--- config.mk ---
export PLATFORM = sky130hd
export DESIGN_NAME = dual_fetch_queue_flat
export DESIGN_NICKNAME = d
export VERILOG_FILES = /design/src/rtl/dual_fetch_queue_if.sv /design/src/rtl/dual_fetch_queue.sv /design/src/flat_wrapper.sv
export SDC_FILE = /design/constraint.sdc
export NUM_CORES = 2
export LEC_CHECK = 0
export CAP_MARGIN = 20
export CORE_ASPECT_RATIO = 1.5
export CORE_UTILIZATION = 55
export DETAILED_ROUTE_END_ITERATION = 16
export PLACE_DENSITY = 0.72
export SYNTH_ARGS = -nofsm -noshare
export SYNTH_HDL_FRONTEND = slang
export SYNTH_SLANG_ARGS = --single-unit
--- constraint.sdc ---
create_clock -name CLOCK -period 16.8 [get_ports CLOCK]
set_input_delay 5.04 -clock CLOCK [delete_from_list [all_inputs] [get_ports CLOCK]]
set_output_delay 5.04 -clock CLOCK [all_outputs]
set_load 0.02 [all_outputs]
--- src/rtl/dual_fetch_queue_if.sv ---
// -----------------------------------------------------------------------------
// dual_fetch_queue_if
//
// Bundles the fetch/issue signals of the dual-issue fetch queue.
//   master : the fetch queue itself (drives PC1, issue slots, count)
//   slave  : the environment (instruction cache + decode + branch resolution)
//
// Signals:
//   PC1            fetch address to the instruction cache
//   IC1, IC2       instructions at PC1 and PC1+4 (combinational cache reply)
//   fetch_stall    hold fetch: no enqueue, no PC advance
//   redirect_valid flush queue and restart fetch at redirect_pc
//   redirect_pc    restart address (low two bits ignored)
//   issue_valid1/2 oldest / second-oldest slot valid
//   issue_instr1/2 slot instructions
//   issue_pc1/2    slot PCs
//   issue_take     entries decode consumes this cycle (3 behaves as 2)
//   count          occupied entries
// -----------------------------------------------------------------------------
interface dual_fetch_queue_if #(
    parameter int DEPTH = 8
);
    localparam int CNT_W = $clog2(DEPTH) + 1;

    logic [63:0]      PC1;
    logic [31:0]      IC1;
    logic [31:0]      IC2;
    logic             fetch_stall;
    logic             redirect_valid;
    logic [63:0]      redirect_pc;
    logic             issue_valid1;
    logic             issue_valid2;
    logic [31:0]      issue_instr1;
    logic [31:0]      issue_instr2;
    logic [63:0]      issue_pc1;
    logic [63:0]      issue_pc2;
    logic [1:0]       issue_take;
    logic [CNT_W-1:0] count;

    modport master (
        output PC1,
        input  IC1, IC2,
        input  fetch_stall, redirect_valid, redirect_pc,
        output issue_valid1, issue_valid2,
        output issue_instr1, issue_instr2,
        output issue_pc1, issue_pc2,
        input  issue_take,
        output count
    );

    modport slave (
        input  PC1,
        output IC1, IC2,
        output fetch_stall, redirect_valid, redirect_pc,
        input  issue_valid1, issue_valid2,
        input  issue_instr1, issue_instr2,
        input  issue_pc1, issue_pc2,
        output issue_take,
        input  count
    );
endinterface

--- src/rtl/dual_fetch_queue.sv ---
// -----------------------------------------------------------------------------
// dual_fetch_queue
//
// Fetch stage and instruction buffer of the dual-issue LEGv8 core. Generates
// the fetch PC, enqueues the two instructions the cache returns per cycle into
// a circular buffer, and presents the two oldest entries to decode. A redirect
// flushes the buffer and restarts fetch at the redirect target.
//
// Parameters:
//   DEPTH     queue entries (power of two, >= 4)
//   RESET_PC  fetch address after reset
//
// Ports:
//   CLOCK     rising-edge clock
//   RESET     asynchronous active-low reset
//   bus       dual_fetch_queue_if.master (fetch, redirect and issue signals)
// -----------------------------------------------------------------------------
module dual_fetch_queue #(
    parameter int          DEPTH    = 8,
    parameter logic [63:0] RESET_PC = 64'h0
) (
    input  logic              CLOCK,
    input  logic              RESET,
    dual_fetch_queue_if.master bus
);
    localparam int PTR_W = $clog2(DEPTH);
    localparam int CNT_W = PTR_W + 1;
    localparam logic [CNT_W-1:0] DEPTH_C = CNT_W'(DEPTH);

    // Control state
    logic [63:0]      r_pc;
    logic [PTR_W-1:0] r_rd;
    logic [PTR_W-1:0] r_wr;
    logic [CNT_W-1:0] r_count;

    // Entry storage: {instr, pc}
    logic [31:0]      r_instr_mem [DEPTH];
    logic [63:0]      r_pc_mem    [DEPTH];

    logic [CNT_W-1:0] w_free;
    logic             w_enq;
    logic [1:0]       w_take_cap;
    logic [CNT_W-1:0] w_take_ext;
    logic [CNT_W-1:0] w_eff_take;
    logic [CNT_W-1:0] w_enq_add;
    logic [PTR_W-1:0] w_rd_plus1;
    logic [PTR_W-1:0] w_wr_plus1;
    logic             w_valid1;
    logic             w_valid2;

    // Free space is judged on the pre-take count, so a same-cycle take never
    // unblocks fetch until the following cycle.
    assign w_free     = DEPTH_C - r_count;
    assign w_enq      = !bus.redirect_valid && !bus.fetch_stall &&
                        (w_free >= CNT_W'(2));

    // A take of 3 behaves as 2; anything beyond the occupancy is clipped.
    assign w_take_cap = (bus.issue_take == 2'd3) ? 2'd2 : bus.issue_take;
    assign w_take_ext = CNT_W'(w_take_cap);
    assign w_eff_take = (w_take_ext > r_count) ? r_count : w_take_ext;
    assign w_enq_add  = w_enq ? CNT_W'(2) : '0;

    // Pointers are exactly PTR_W bits wide, so increments wrap modulo DEPTH.
    assign w_rd_plus1 = r_rd + PTR_W'(1);
    assign w_wr_plus1 = r_wr + PTR_W'(1);

    // NOTE: sequential state uses non-blocking assignments so every register
    // samples the pre-edge values regardless of statement order.
    always_ff @(posedge CLOCK or negedge RESET) begin
        if (!RESET) begin
            r_pc    <= RESET_PC;
            r_rd    <= '0;
            r_wr    <= '0;
            r_count <= '0;
        end else if (bus.redirect_valid) begin
            // Redirect wins over take and enqueue; the target is word aligned.
            r_pc    <= bus.redirect_pc & ~64'h3;
            r_rd    <= '0;
            r_wr    <= '0;
            r_count <= '0;
        end else begin
            r_rd    <= r_rd + w_eff_take[PTR_W-1:0];
            r_count <= r_count + w_enq_add - w_eff_take;
            if (w_enq) begin
                r_wr <= r_wr + PTR_W'(2);
                r_pc <= r_pc + 64'd8;
            end
        end
    end

    // NOTE: the entry array has no reset; its contents only become visible
    // through count, which is reset, so stale data is never presented.
    always_ff @(posedge CLOCK) begin
        if (w_enq) begin
            r_instr_mem[r_wr]       <= bus.IC1;
            r_pc_mem[r_wr]          <= r_pc;
            r_instr_mem[w_wr_plus1] <= bus.IC2;
            r_pc_mem[w_wr_plus1]    <= r_pc + 64'd4;
        end
    end

    // Issue slots read straight from the queue head; invalid slots read 0.
    assign w_valid1 = (r_count >= CNT_W'(1));
    assign w_valid2 = (r_count >= CNT_W'(2));

    assign bus.PC1          = r_pc;
    assign bus.count        = r_count;
    assign bus.issue_valid1 = w_valid1;
    assign bus.issue_valid2 = w_valid2;
    assign bus.issue_instr1 = w_valid1 ? r_instr_mem[r_rd]      : 32'd0;
    assign bus.issue_pc1    = w_valid1 ? r_pc_mem[r_rd]         : 64'd0;
    assign bus.issue_instr2 = w_valid2 ? r_instr_mem[w_rd_plus1] : 32'd0;
    assign bus.issue_pc2    = w_valid2 ? r_pc_mem[w_rd_plus1]    : 64'd0;

endmodule

--- src/flat_wrapper.sv ---
// flat-port wrapper written by rule: the top's interface ports become plain ports
module dual_fetch_queue_flat 
#(
    parameter int          DEPTH    = 8,
    parameter logic [63:0] RESET_PC = 64'h0
)
  (CLOCK, RESET, bus_PC1, bus_IC1, bus_IC2, bus_fetch_stall, bus_redirect_valid, bus_redirect_pc, bus_issue_valid1, bus_issue_valid2, bus_issue_instr1, bus_issue_instr2, bus_issue_pc1, bus_issue_pc2, bus_issue_take, bus_count);
  dual_fetch_queue_if #(.DEPTH(DEPTH)) bus_i ();
  input  logic CLOCK;
  input  logic RESET;
  output wire logic [$bits(bus_i.PC1)-1:0] bus_PC1;
  input wire logic [$bits(bus_i.IC1)-1:0] bus_IC1;
  input wire logic [$bits(bus_i.IC2)-1:0] bus_IC2;
  input wire logic [$bits(bus_i.fetch_stall)-1:0] bus_fetch_stall;
  input wire logic [$bits(bus_i.redirect_valid)-1:0] bus_redirect_valid;
  input wire logic [$bits(bus_i.redirect_pc)-1:0] bus_redirect_pc;
  output wire logic [$bits(bus_i.issue_valid1)-1:0] bus_issue_valid1;
  output wire logic [$bits(bus_i.issue_valid2)-1:0] bus_issue_valid2;
  output wire logic [$bits(bus_i.issue_instr1)-1:0] bus_issue_instr1;
  output wire logic [$bits(bus_i.issue_instr2)-1:0] bus_issue_instr2;
  output wire logic [$bits(bus_i.issue_pc1)-1:0] bus_issue_pc1;
  output wire logic [$bits(bus_i.issue_pc2)-1:0] bus_issue_pc2;
  input wire logic [$bits(bus_i.issue_take)-1:0] bus_issue_take;
  output wire logic [$bits(bus_i.count)-1:0] bus_count;
  assign bus_PC1 = bus_i.PC1;
  assign bus_i.IC1 = bus_IC1;
  assign bus_i.IC2 = bus_IC2;
  assign bus_i.fetch_stall = bus_fetch_stall;
  assign bus_i.redirect_valid = bus_redirect_valid;
  assign bus_i.redirect_pc = bus_redirect_pc;
  assign bus_issue_valid1 = bus_i.issue_valid1;
  assign bus_issue_valid2 = bus_i.issue_valid2;
  assign bus_issue_instr1 = bus_i.issue_instr1;
  assign bus_issue_instr2 = bus_i.issue_instr2;
  assign bus_issue_pc1 = bus_i.issue_pc1;
  assign bus_issue_pc2 = bus_i.issue_pc2;
  assign bus_i.issue_take = bus_issue_take;
  assign bus_count = bus_i.count;
  dual_fetch_queue #(.DEPTH(DEPTH), .RESET_PC(RESET_PC)) u_core (.CLOCK(CLOCK), .RESET(RESET), .bus(bus_i));
endmodule
==> metrics.md <==
| Metric | Value |
|---|---|
| Status | `finished clean` |
| # DRC | `0` |
| Filler cells | `6035` |
| Total clock buffers created by CTS | `81` |
| Synth async-reset ratio | `8.63%` |
| Initial Util | `55.9%` |
| Syn_area_per_cell | `12.5 um2` |
| Net Switching | `0.00352 W` |
| Pre-Repair DR Iteration Count | `6` |
| Max cap viols | `0` |
| Hold-critical path endpoint | `u_core.r_wr[2]` |
| CTS tree | `built` |
| H-tree level count | `3` |
| Min-delay src | `u_core.r_wr[2]` |
| Ports | `396` |
| Pre-CTS setup slack | `6710 ps` |
| Leakage | `17.2 nW` |
| Comb pwr share | `49.9%` |
| Mapped Area | `0.0455 mm2` |
| Setup Skew | `47.3 ps` |
| Clk root buf | `clkbuf_16` |
| Worst Path Required | `11760 ps` |
| Most frequent CP cell | `buf_4` |
| Seq/Total Area, Yosys | `53.5%` |
| CP Cell Sequence | `buf_4, buf_4, mux4_2, nand2_1, a21oi_1, clkdlybuf4s50_1` |
| Row count | `128` |
| Critical R2R Launch | `u_core.bus.count[1]` |
| VDD IR max | `0.185 mV` |
| Int Power | `0.00557 W` |
| Smallest hold slack | `615 ps` |
| Commonest non-fill, non-tap cell in the layout | `edfxtp_1` |
| Tmin final | `10070 ps` |
| Achievable Freq | `99.3 MHz` |
| Post-DP Area | `0.0494 mm2` |
| Most frequent cells in the layout | `edfxtp_1 (752), nand2_1 (713), clkdlybuf4s50_1 (385)` |
| GR Util All Layers | `32.2%` |
| Worst Tran Pin Value | `1270 ps` |
| Worst reg2reg path endpoint | `u_core.r_pc_mem[3][26]` |
| Top cell type by total area after synthesis | `edfxtp_1` |
| Die Y | `354 um` |
| Final setup violation count | `0` |
| CP endpoint kind | `output pin` |
| Ranking of synthesized cells by area | `edfxtp_1 (50%), mux4_2 (19%), nand2_1 (5.9%)` |
| Worst hold stages | `2` |
| P&R area growth vs syn | `14.5%` |
| Initial drt markers | `3128` |
| # clock sinks | `823` |
| Clock network fraction of design power | `20.6%` |
| Post-CTS Setup Bufs | `0` |
| Core area | `0.0815 mm2` |
| Die ar. | `0.0840 mm2` |
| WL/cell | `28.2 um` |
| RSZ-0062 raised after global routing | `false` |
| Post-DP HPWL | `82.6 mm` |
| Slowest-stage cell, CP | `dfrtp_4` |
| Fin Setup TNS | `0 ps` |
| Die X | `237 um` |
| Critical Path Source Type | `flip-flop` |
| Fraction of layout cells with a size suffix above 1 | `16.2%` |
| ANT nets after route | `0` |
| PortBufs | `387` |
| Setup ws final | `6730 ps` |
| FF-to-FF path depth | `11` |
| Cts repair resizes | `0` |
| Worst reg2reg setup slack | `11490 ps` |
| Seq pwr share | `29.6%` |
| Total gr overflow | `0` |
| WL final | `135 mm` |
| Switch share | `38.8%` |
| Yosys warning count | `0` |
| Slowest stage delay, CP | `920 ps` |
| Cell variety after synth | `60` |
| Post-synthesis cell count | `3630` |
| Crit-path max FO | `64` |
| Pwr dens | `174 mW/mm2` |
| Finished Cell Area | `0.0522 mm2` |
| Part of the cycle the worst path needs | `59.9%` |
| Vias in the first global route | `31100` |
| Post-synth EDFFs | `752` |
| Synth top area share | `49.6%` |
| Worst-skew pair later-pin latency | `650 ps` |
| Hold WC Path Type | `reg2reg` |
| WP buf/inv | `3` |
| Number of vias per cell | `6.59` |
| Pin count of the biggest net entering global routing | `135` |
| Final Hold Viols | `0` |
| Pins Over Slew Limit | `0` |
| Gpl congestion | `0.954` |
| Main flop type after synthesis | `edfxtp_1` |
| Initial antenna violation count | `4` |
| Delay-heaviest family, CP | `buffers and inverters` |
| Critical path class | `reg2out` |
| Slew margin rel. | `15.0%` |
| Worst Path Arrival | `5030 ps` |
| Final #Nets | `3829` |
| First-pass GRT wire length | `199 mm` |
| Bufs on Longest Clock Path | `3` |
| DR vias | `31500` |
| Register bit total from synthesis | `823` |
| Clk slew on worst S/H paths | `70 ps` |
| Cts hold-fix bufs | `0` |
[metal layers]
layer	track usage (%)	vias up	share of wire, %	wire length [um]
li1	-	13400	-	-
met2	54.3	1867	50	67200
met3	6.24	384	10	13400
met4	16.4	6	5.4	7300
met5	0	-	0.027	37
met1	39.5	15900	35	46900
[cells by family (layout without fill, tap and decap cells)]
group / count (synthesis) / count (layout) / synth area share, %
buffers and inverters: 510 / 614 / 4.46
DFF: 823 / 823 / 53.5
AOI/OAI and AO/OA: 204 / 204 / 2.56
and+or+nand+nor: 1333 / 1333 / 13.0
muxes: 474 / 474 / 20.8
adders and majority gates: 21 / 21 / 0.627
xor gates and xnor gates: 264 / 264 / 5.08
other: 1 / 8 / 0.00824
[stage by stage]
stage	util [%]	total power (W)	cells
2_1_floorplan	-	0.00553	3635
3_3_place_gp	60.6	0.00722	4629
3_5_place_dp	60.6	0.00727	4629
4_1_cts	63.9	0.00913	4777
5_1_grt	64.0	0.00945	4780
6_report	64.0	0.00909	4781
[tightest hold or removal path: stages (launching register included)]
cell and delay (ps):
dfrtp_1 430, nand2_1 80, a21oi_1 60
[area by class of cell]
cell class              instances  area, um2  area share, %
flip-flops and latches        823      24400           46.7
multi-input cells            2302      19300           37.0
repair buffers                446       4380           8.40
clock buffers                  91       2130           4.08
well taps                    1040       1300           2.50
clock inverters                57        569           1.09
inverters                      20        103          0.197
diodes                          2       5.00        0.00960
[how the worst max path moves through the flow]
stage                         start                        to  cells after the start  slack (ps)
global placement    bus_fetch_stall     u_core.r_pc_mem[3][5]                      9        6730
finish               u_core.r_rd[0]         bus_issue_pc2[60]                      6        6730
global route         u_core.r_rd[0]         bus_issue_pc2[60]                      6        6370
CTS                  u_core.r_rd[0]         bus_issue_pc2[55]                      6        6600
floorplan           bus_fetch_stall  u_core.r_instr_mem[2][0]                      5        4960
detailed placement  bus_fetch_stall    u_core.r_pc_mem[3][26]                      9        6710
[flip-flops by register name, indices dropped and copies added (netlist names)]
register	count
u_core.r_instr_mem	256
u_core.bus.PC1	62
u_core.r_rd	3
u_core.r_pc_mem	496
u_core.r_wr	2
u_core.bus.count	4
[Yosys cell counts (57+ instances only)]
library cell  count
nand4_1          64
mux4_2          376
nor2_1          272
nand2_1         713
mux2i_1          97
edfxtp_1        752
clkbuf_1        335
xor2_1          181
xnor2_1          83
a21oi_1          98
dfrtp_1          71
buf_1            89
nand3_1          57
[power by group through the flow]
stage	clock (W)	sequential, W	combinational (W)
6_report	0.00187	0.00269	0.00453
5_1_grt	0.00196	0.00271	0.00478
4_1_cts	0.00188	0.00268	0.00456
3_5_place_dp	0	0.00273	0.00454
3_3_place_gp	0	0.00271	0.00451
2_1_floorplan	0	0.00266	0.00287
No activity file was read; power rests on OpenSTA's default activity.
